==> config.mk <==
export PLATFORM = sky130hd
export DESIGN_NAME = find_best_hop
export DESIGN_NICKNAME = d
export VERILOG_FILES = /design/src/rtl/find_best_hop_pkg.sv /design/src/rtl/find_best_hop_best_tracker.sv /design/src/rtl/find_best_hop.sv
export SDC_FILE = /design/constraint.sdc
export NUM_CORES = 1
export LEC_CHECK = 0
export BUFFER_PORTS_ARGS = -buffer_cell sky130_fd_sc_hd__buf_4
export CORE_MARGIN = 3
export CORE_UTILIZATION = 54
export CTS_CLUSTER_SIZE = 8
export DETAILED_ROUTE_END_ITERATION = 12
export GPL_TIMING_DRIVEN = 0
export HOLD_SLACK_MARGIN = 0.05
export PLACE_DENSITY = 0.71
export SYNTH_ARGS = -nofsm -noshare
export SYNTH_HDL_FRONTEND = slang
export SYNTH_SLANG_ARGS = --single-unit
==> constraint.sdc <==
create_clock -name clock -period 4.7 [get_ports clock]
set_input_delay 0 -clock clock [delete_from_list [all_inputs] [get_ports clock]]
set_output_delay 0 -clock clock [all_outputs]
set_load 0.1 [all_outputs]
==> src/rtl/find_best_hop_pkg.sv <==
// Shared constants and state encoding for the neighbour-table scanner
// and its downstream consumer selectMyAction.
package find_best_hop_pkg;

  localparam int unsigned MEM_DEPTH  = 65536;
  localparam int unsigned MEM_WIDTH  = 8;
  localparam int unsigned WORD_WIDTH = 16;

  localparam logic [15:0] NONE_ID      = 16'd65;
  localparam int unsigned MAX_NBR      = 64;
  localparam logic [15:0] CNT_ADDR     = 16'h0010;
  localparam logic [15:0] NBR_BASE     = 16'h0020;
  localparam logic [15:0] ENTRY_STRIDE = 16'd8;

  localparam logic [15:0] OFF_ID = 16'd0;
  localparam logic [15:0] OFF_CL = 16'd2;
  localparam logic [15:0] OFF_FL = 16'd4;
  localparam logic [15:0] OFF_Q  = 16'd6;

  typedef enum logic [3:0] {
    S_IDLE    = 4'd0,
    S_CNT_REQ = 4'd1,
    S_CNT_CAP = 4'd2,
    S_ID_REQ  = 4'd3,
    S_CL_REQ  = 4'd4,
    S_FL_REQ  = 4'd5,
    S_Q_REQ   = 4'd6,
    S_EVAL    = 4'd7,
    S_DONE    = 4'd8
  } state_e;

  function automatic logic [15:0] entry_addr(
    input logic [6:0]  idx,
    input logic [15:0] off
  );
    return NBR_BASE + 16'(idx) * ENTRY_STRIDE + off;
  endfunction

endpackage

==> src/rtl/find_best_hop_best_tracker.sv <==
// Holds one best-so-far candidate; strict > keeps the earliest on ties.
module best_tracker
  import find_best_hop_pkg::*;
(
  input  logic        clock,
  input  logic        nrst,
  input  logic        clear_i,
  input  logic        qualify_i,
  input  logic        update_i,
  input  logic [15:0] id_i,
  input  logic [15:0] q_i,
  output logic [15:0] id_o
);

  logic [15:0] id_q, id_d;
  logic [15:0] q_q, q_d;
  logic        have_q, have_d;
  logic        take;

  assign take = update_i && qualify_i
             && (!have_q || (q_i > q_q));

  always_comb begin
    id_d   = id_q;
    q_d    = q_q;
    have_d = have_q;
    if (clear_i) begin
      id_d   = NONE_ID;
      q_d    = '0;
      have_d = 1'b0;
    end else if (take) begin
      id_d   = id_i;
      q_d    = q_i;
      have_d = 1'b1;
    end
  end

  always_ff @(posedge clock) begin
    if (!nrst) begin
      id_q   <= NONE_ID;
      q_q    <= '0;
      have_q <= 1'b0;
    end else begin
      id_q   <= id_d;
      q_q    <= q_d;
      have_q <= have_d;
    end
  end

  assign id_o = id_q;

endmodule

==> src/rtl/find_best_hop.sv <==
// Walks the neighbour table word by word and reports the best next hop
// and the best in-cluster cluster head.
module find_best_hop
  import find_best_hop_pkg::*;
(
  input  logic        clock,
  input  logic        nrst,
  input  logic        start,
  input  logic [15:0] my_cluster_id,
  output logic [15:0] address,
  input  logic [15:0] data_in,
  output logic [15:0] nexthop,
  output logic [15:0] nextsinks,
  output logic        done
);

  state_e      state_q, state_d;
  logic [15:0] addr_q, addr_d;
  logic [15:0] hop_q, hop_d;
  logic [15:0] sink_q, sink_d;
  logic        done_q, done_d;
  logic [6:0]  idx_q, idx_d;
  logic [6:0]  cnt_q, cnt_d;
  logic [15:0] mycl_q, mycl_d;
  logic [15:0] id_q, id_d;
  logic [15:0] cl_q, cl_d;
  logic        ch_q, ch_d;

  logic        clr;
  logic        upd;
  logic        valid_id;
  logic        in_sink;
  logic [6:0]  clamped;
  logic [6:0]  idx_nx;
  logic [15:0] best_hop;
  logic [15:0] best_sink;

  assign clamped = (data_in > 16'(MAX_NBR))
                 ? 7'(MAX_NBR) : data_in[6:0];
  assign idx_nx   = idx_q + 7'd1;
  assign valid_id = (id_q != NONE_ID);
  assign in_sink  = valid_id && ch_q
                 && (cl_q == mycl_q);

  always_comb begin
    state_d = state_q;
    addr_d  = addr_q;
    hop_d   = hop_q;
    sink_d  = sink_q;
    done_d  = 1'b0;
    idx_d   = idx_q;
    cnt_d   = cnt_q;
    mycl_d  = mycl_q;
    id_d    = id_q;
    cl_d    = cl_q;
    ch_d    = ch_q;
    clr     = 1'b0;
    upd     = 1'b0;
    unique case (state_q)
      S_IDLE: begin
        if (start) begin
          mycl_d  = my_cluster_id;
          clr     = 1'b1;
          state_d = S_CNT_REQ;
        end
      end
      S_CNT_REQ: begin
        addr_d  = CNT_ADDR;
        state_d = S_CNT_CAP;
      end
      S_CNT_CAP: begin
        cnt_d   = clamped;
        idx_d   = '0;
        state_d = (clamped == '0)
                ? S_DONE : S_ID_REQ;
      end
      S_ID_REQ: begin
        addr_d  = entry_addr(idx_q, OFF_ID);
        state_d = S_CL_REQ;
      end
      S_CL_REQ: begin
        id_d    = data_in;
        addr_d  = entry_addr(idx_q, OFF_CL);
        state_d = S_FL_REQ;
      end
      S_FL_REQ: begin
        cl_d    = data_in;
        addr_d  = entry_addr(idx_q, OFF_FL);
        state_d = S_Q_REQ;
      end
      S_Q_REQ: begin
        ch_d    = data_in[0];
        addr_d  = entry_addr(idx_q, OFF_Q);
        state_d = S_EVAL;
      end
      S_EVAL: begin
        upd = 1'b1;
        if (idx_nx == cnt_q) begin
          state_d = S_DONE;
        end else begin
          idx_d   = idx_nx;
          state_d = S_ID_REQ;
        end
      end
      S_DONE: begin
        hop_d   = best_hop;
        sink_d  = best_sink;
        done_d  = 1'b1;
        state_d = S_IDLE;
      end
      default: state_d = S_IDLE;
    endcase
  end

  always_ff @(posedge clock) begin
    if (!nrst) begin
      state_q <= S_IDLE;
      addr_q  <= '0;
      hop_q   <= NONE_ID;
      sink_q  <= NONE_ID;
      done_q  <= 1'b0;
      idx_q   <= '0;
      cnt_q   <= '0;
      mycl_q  <= '0;
      id_q    <= '0;
      cl_q    <= '0;
      ch_q    <= 1'b0;
    end else begin
      state_q <= state_d;
      addr_q  <= addr_d;
      hop_q   <= hop_d;
      sink_q  <= sink_d;
      done_q  <= done_d;
      idx_q   <= idx_d;
      cnt_q   <= cnt_d;
      mycl_q  <= mycl_d;
      id_q    <= id_d;
      cl_q    <= cl_d;
      ch_q    <= ch_d;
    end
  end

  best_tracker u_hop (
    .clock     (clock),
    .nrst      (nrst),
    .clear_i   (clr),
    .qualify_i (valid_id),
    .update_i  (upd),
    .id_i      (id_q),
    .q_i       (data_in),
    .id_o      (best_hop)
  );

  best_tracker u_sink (
    .clock     (clock),
    .nrst      (nrst),
    .clear_i   (clr),
    .qualify_i (in_sink),
    .update_i  (upd),
    .id_i      (id_q),
    .q_i       (data_in),
    .id_o      (best_sink)
  );

  assign address   = addr_q;
  assign nexthop   = hop_q;
  assign nextsinks = sink_q;
  assign done      = done_q;

endmodule

==> metrics.txt <==
P_int around 2.4 mW; share of layout cells above drive strength 1 0.1130; Max Fanout on Critical Path 10; CP Launch Type flop; synthesized area per cell 7.908 sq um; vias in the first global route between 7k and 8k; initial antenna violation count 0; Sum Neg Setup Slack 0 ps; die footprint 15,960 sq um; Cells after DPL 1,249; Synthesis Warnings 0; Nets 1,190; Worst Tran Pin Value 1082 ps; synth unique cells 47; Max Cap Viol 0; most used cell, CP nand4_1; CP top delay family simple AND/OR/NAND/NOR gates; Post-synth top flop dfxtp_1; Max H-tree Level 4; final slew viol count 0; Post-Route Utilization 0.6773; antenna diode count 0; I/O Pins 84; Initial Util 0.5570; EDFF count, synth 0; WL/cell 16.34 microns; Gate Count Post-Synth 989; final setup violation count 0; outcome finished clean; Tmin final 3192 ps; Post-DRT Antenna Nets 0; via count 7,373; HP Class primary input to flop; kind of critical path flop to flop; Root Buffer clkbuf_16; worst-skew pair later-pin latency about 430 ps; CP arrival 3550 ps; DPL Wire Length roughly 15 mm; Net Sw Frac 0.2490; #FFs+latches synth 176; # rows 43; VDD IR-drop max 0.2919 mV; die height ~130 microns; Worst R2R Path Depth 9; slowest cell on the critical path nor4_1; critical path, cell by cell inv_1 > ha_1 > nand4_1 > nor4_1 > o21ai_0 > nand4_1 > clkbuf_1 > nand3_1 > a21oi_1; CTS Buffer Depth 2; CTS clk-pin slew, worst paths ~60 ps; CP bufs+invs 2; Yosys top cell by area dfxtp_1; pwr/cell area 331.5 nW/um^2; CTS Buf Count 17; first-pass GRT wire length roughly 35 mm; total track usage 0.2689; clock sink count 176; Slew Limit Headroom 0.2687; Comb pwr share 0.092; slowest stage delay, CP 740 ps; Synth top area share 0.4505; CTS tree done; routability cong. 0.9224; grt total ovfl 0; async set or reset register ratio after synthesis 0; Final Skew 8.152 ps; drt first-iter violations approximately 690; fin crit share 0.6791; area delta synth->final 21.60%; pin count of the biggest net entering global routing 17; Pre-antenna DRT Iters 5; sw power 0.7848 mW; Final Instance Count excl. Fillers around 1.3k; number of buffers added on ports 75; Core Region 14,040 sq um; top post-synthesis cells by area dfxtp_1, a21oi_1, nand2_1, ha_1, nand3_1; WP depth 9; sequential area share after synthesis 0.4505; final hold violation count 0; Total Wirelength approximately 21 mm; number of remaining DRC errors 0; Hold Path Depth 4; unrepaired setup endpoints after global routing false; leakage 3.485 nW; Vias per Instance 5.615; Post-CTS Setup Repair Bufs 0; Sequential Power Share 0.484; fmax 313.3 MHz; Mapped Area between 7000 and 8000 sq um; width of the die 126.4 microns; Clock Power Share 0.424; Worst Setup End Kind flop; CP Data Required Time 5060 ps
[cells by family (layout without fill, tap and decap cells)]
family,after synthesis,in the layout,share of synthesized area
AND/OR/NAND/NOR,364,364,0.2124
AO/OA/AOI/OAI,269,269,0.1869
flip-flops,176,176,0.4505
XOR/XNOR,30,30,0.03359
adder cells (fa/ha/maj),34,34,0.05439
other,1,6,0.0004795
multiplexers,2,2,0.002560
buffers and inverters,113,252,0.05919
[final cells by class]
cell class	instances	area [sq um]
buffer	74	316.6
clock buffer	23	467.9
clock inverter	8	83.83
fill	1257	4532
inverter	39	146.4
multi-input combinational	705	3854
sequential	176	3523
tap	180	225.2
timing repair buffer	108	893.4
[per-stage QoR]
stage / power (mW) / hold slack [ps] / cell area, sq um / setup WS (ps)
6_report: 3.152 / 127.2 / 9510 / 1508
5_1_grt: 3.247 / 117.4 / 9510 / 1319
4_1_cts: 3.156 / 102.2 / 9510 / 1633
3_5_place_dp: 1.821 / 258.7 / 8628 / 1668
3_3_place_gp: 1.819 / 249.7 / 8628 / 1725
2_1_floorplan: 1.729 / 136.0 / 7840 / 2663
[worst reg2reg max path, cell delays in order, from the launching register on]
cell	delay (ps)
dfxtp_1	340
inv_1	50
ha_1	310
nand4_1	160
nor4_1	740
o21ai_0	420
nand4_1	340
clkbuf_1	420
nand3_1	200
a21oi_1	150
[Yosys cell counts (2+ instances only)]
library cell / number
and3_1: 6
nor2_1: 33
clkbuf_1: 56
a211o_1: 2
nand2_1: 187
nor4b_1: 4
a31oi_1: 5
buf_4: 7
inv_1: 38
a21oi_1: 159
nor3_1: 11
dfxtp_1: 176
o21a_1: 3
nand3_1: 80
o21ai_0: 73
or2_2: 2
a41oi_1: 2
buf_2: 9
nor2b_1: 4
nand3b_1: 4
nand2b_1: 6
a22oi_1: 12
ha_1: 34
nor4_1: 8
nand4_1: 10
o21ai_1: 3
mux2i_1: 2
xnor2_1: 13
a31o_2: 2
and2_1: 2
a21o_1: 3
o211a_1: 2
xor2_1: 17
[cells in the final DEF (no fill, tap or decap), types with 6 or more instances in the layout]
cell type        n
conb_1           6
ha_1            34
a21oi_1        159
nor4_1           8
xnor2_1         13
inv_1           38
clkbuf_1        60
nor2_1          33
xor2_1          17
nand2b_1         6
nor3_1          11
nand4_1         10
dfxtp_1        176
o21ai_0         73
clkbuf_16       17
nand3_1         80
buf_2            9
a22oi_1         12
and3_1           6
buf_4           82
nand2_1        187
dlygate4sd3_1   33
[power groups by stage]
| stage | Clock (mW) | Sequential [mW] | Combinational (mW) |
|---|---|---|---|
| after floorplan | 0 | 1.57 | 0.160 |
| after global placement | 0 | 1.56 | 0.261 |
| after detailed placement | 0 | 1.56 | 0.263 |
| after CTS | 1.35 | 1.52 | 0.286 |
| after global routing | 1.41 | 1.53 | 0.315 |
| final | 1.34 | 1.52 | 0.290 |
[worst paths after layout]
check | from | end | slack, ps
worst min-delay path | data_in[6] | id_q[6] | 130
worst max-delay path | u_hop.q_q[15] | u_hop.id_o[13] | 1510
worst max register to register | u_hop.q_q[15] | u_hop.id_o[13] | 1510
worst min register to register | address[4] | address[4] | 450
[state kept, by name, indices dropped and copies added, names as in the netlist, 4 cells and up]
| register | cells |
|---|---|
| u_hop.id_o | 16 |
| u_hop.q_q | 16 |
| cl_q | 16 |
| u_sink.q_q | 16 |
| state_q | 4 |
| address | 10 |
| u_sink.id_o | 16 |
| id_q | 16 |
| idx_q | 7 |
| mycl_q | 16 |
| nextsinks | 16 |
| nexthop | 16 |
| cnt_q | 7 |
[what timing repair did]
action | CTS | global route
resized for setup | 0 | 0
hold buffers | 33 | 0
setup endpoints to repair | 0 | 0
hold endpoints to repair | 96 | 0
[metal layers]
metal,GRT usage,wire length (microns),vias to the layer above
met2,0.4418,9828,241
met1,0.3603,9871,3448
met5,0,0,-
li1,-,-,3652
met3,0.06063,1450,32
met4,0.06940,308,0
Note: power is estimated with default switching activity, not from simulation.
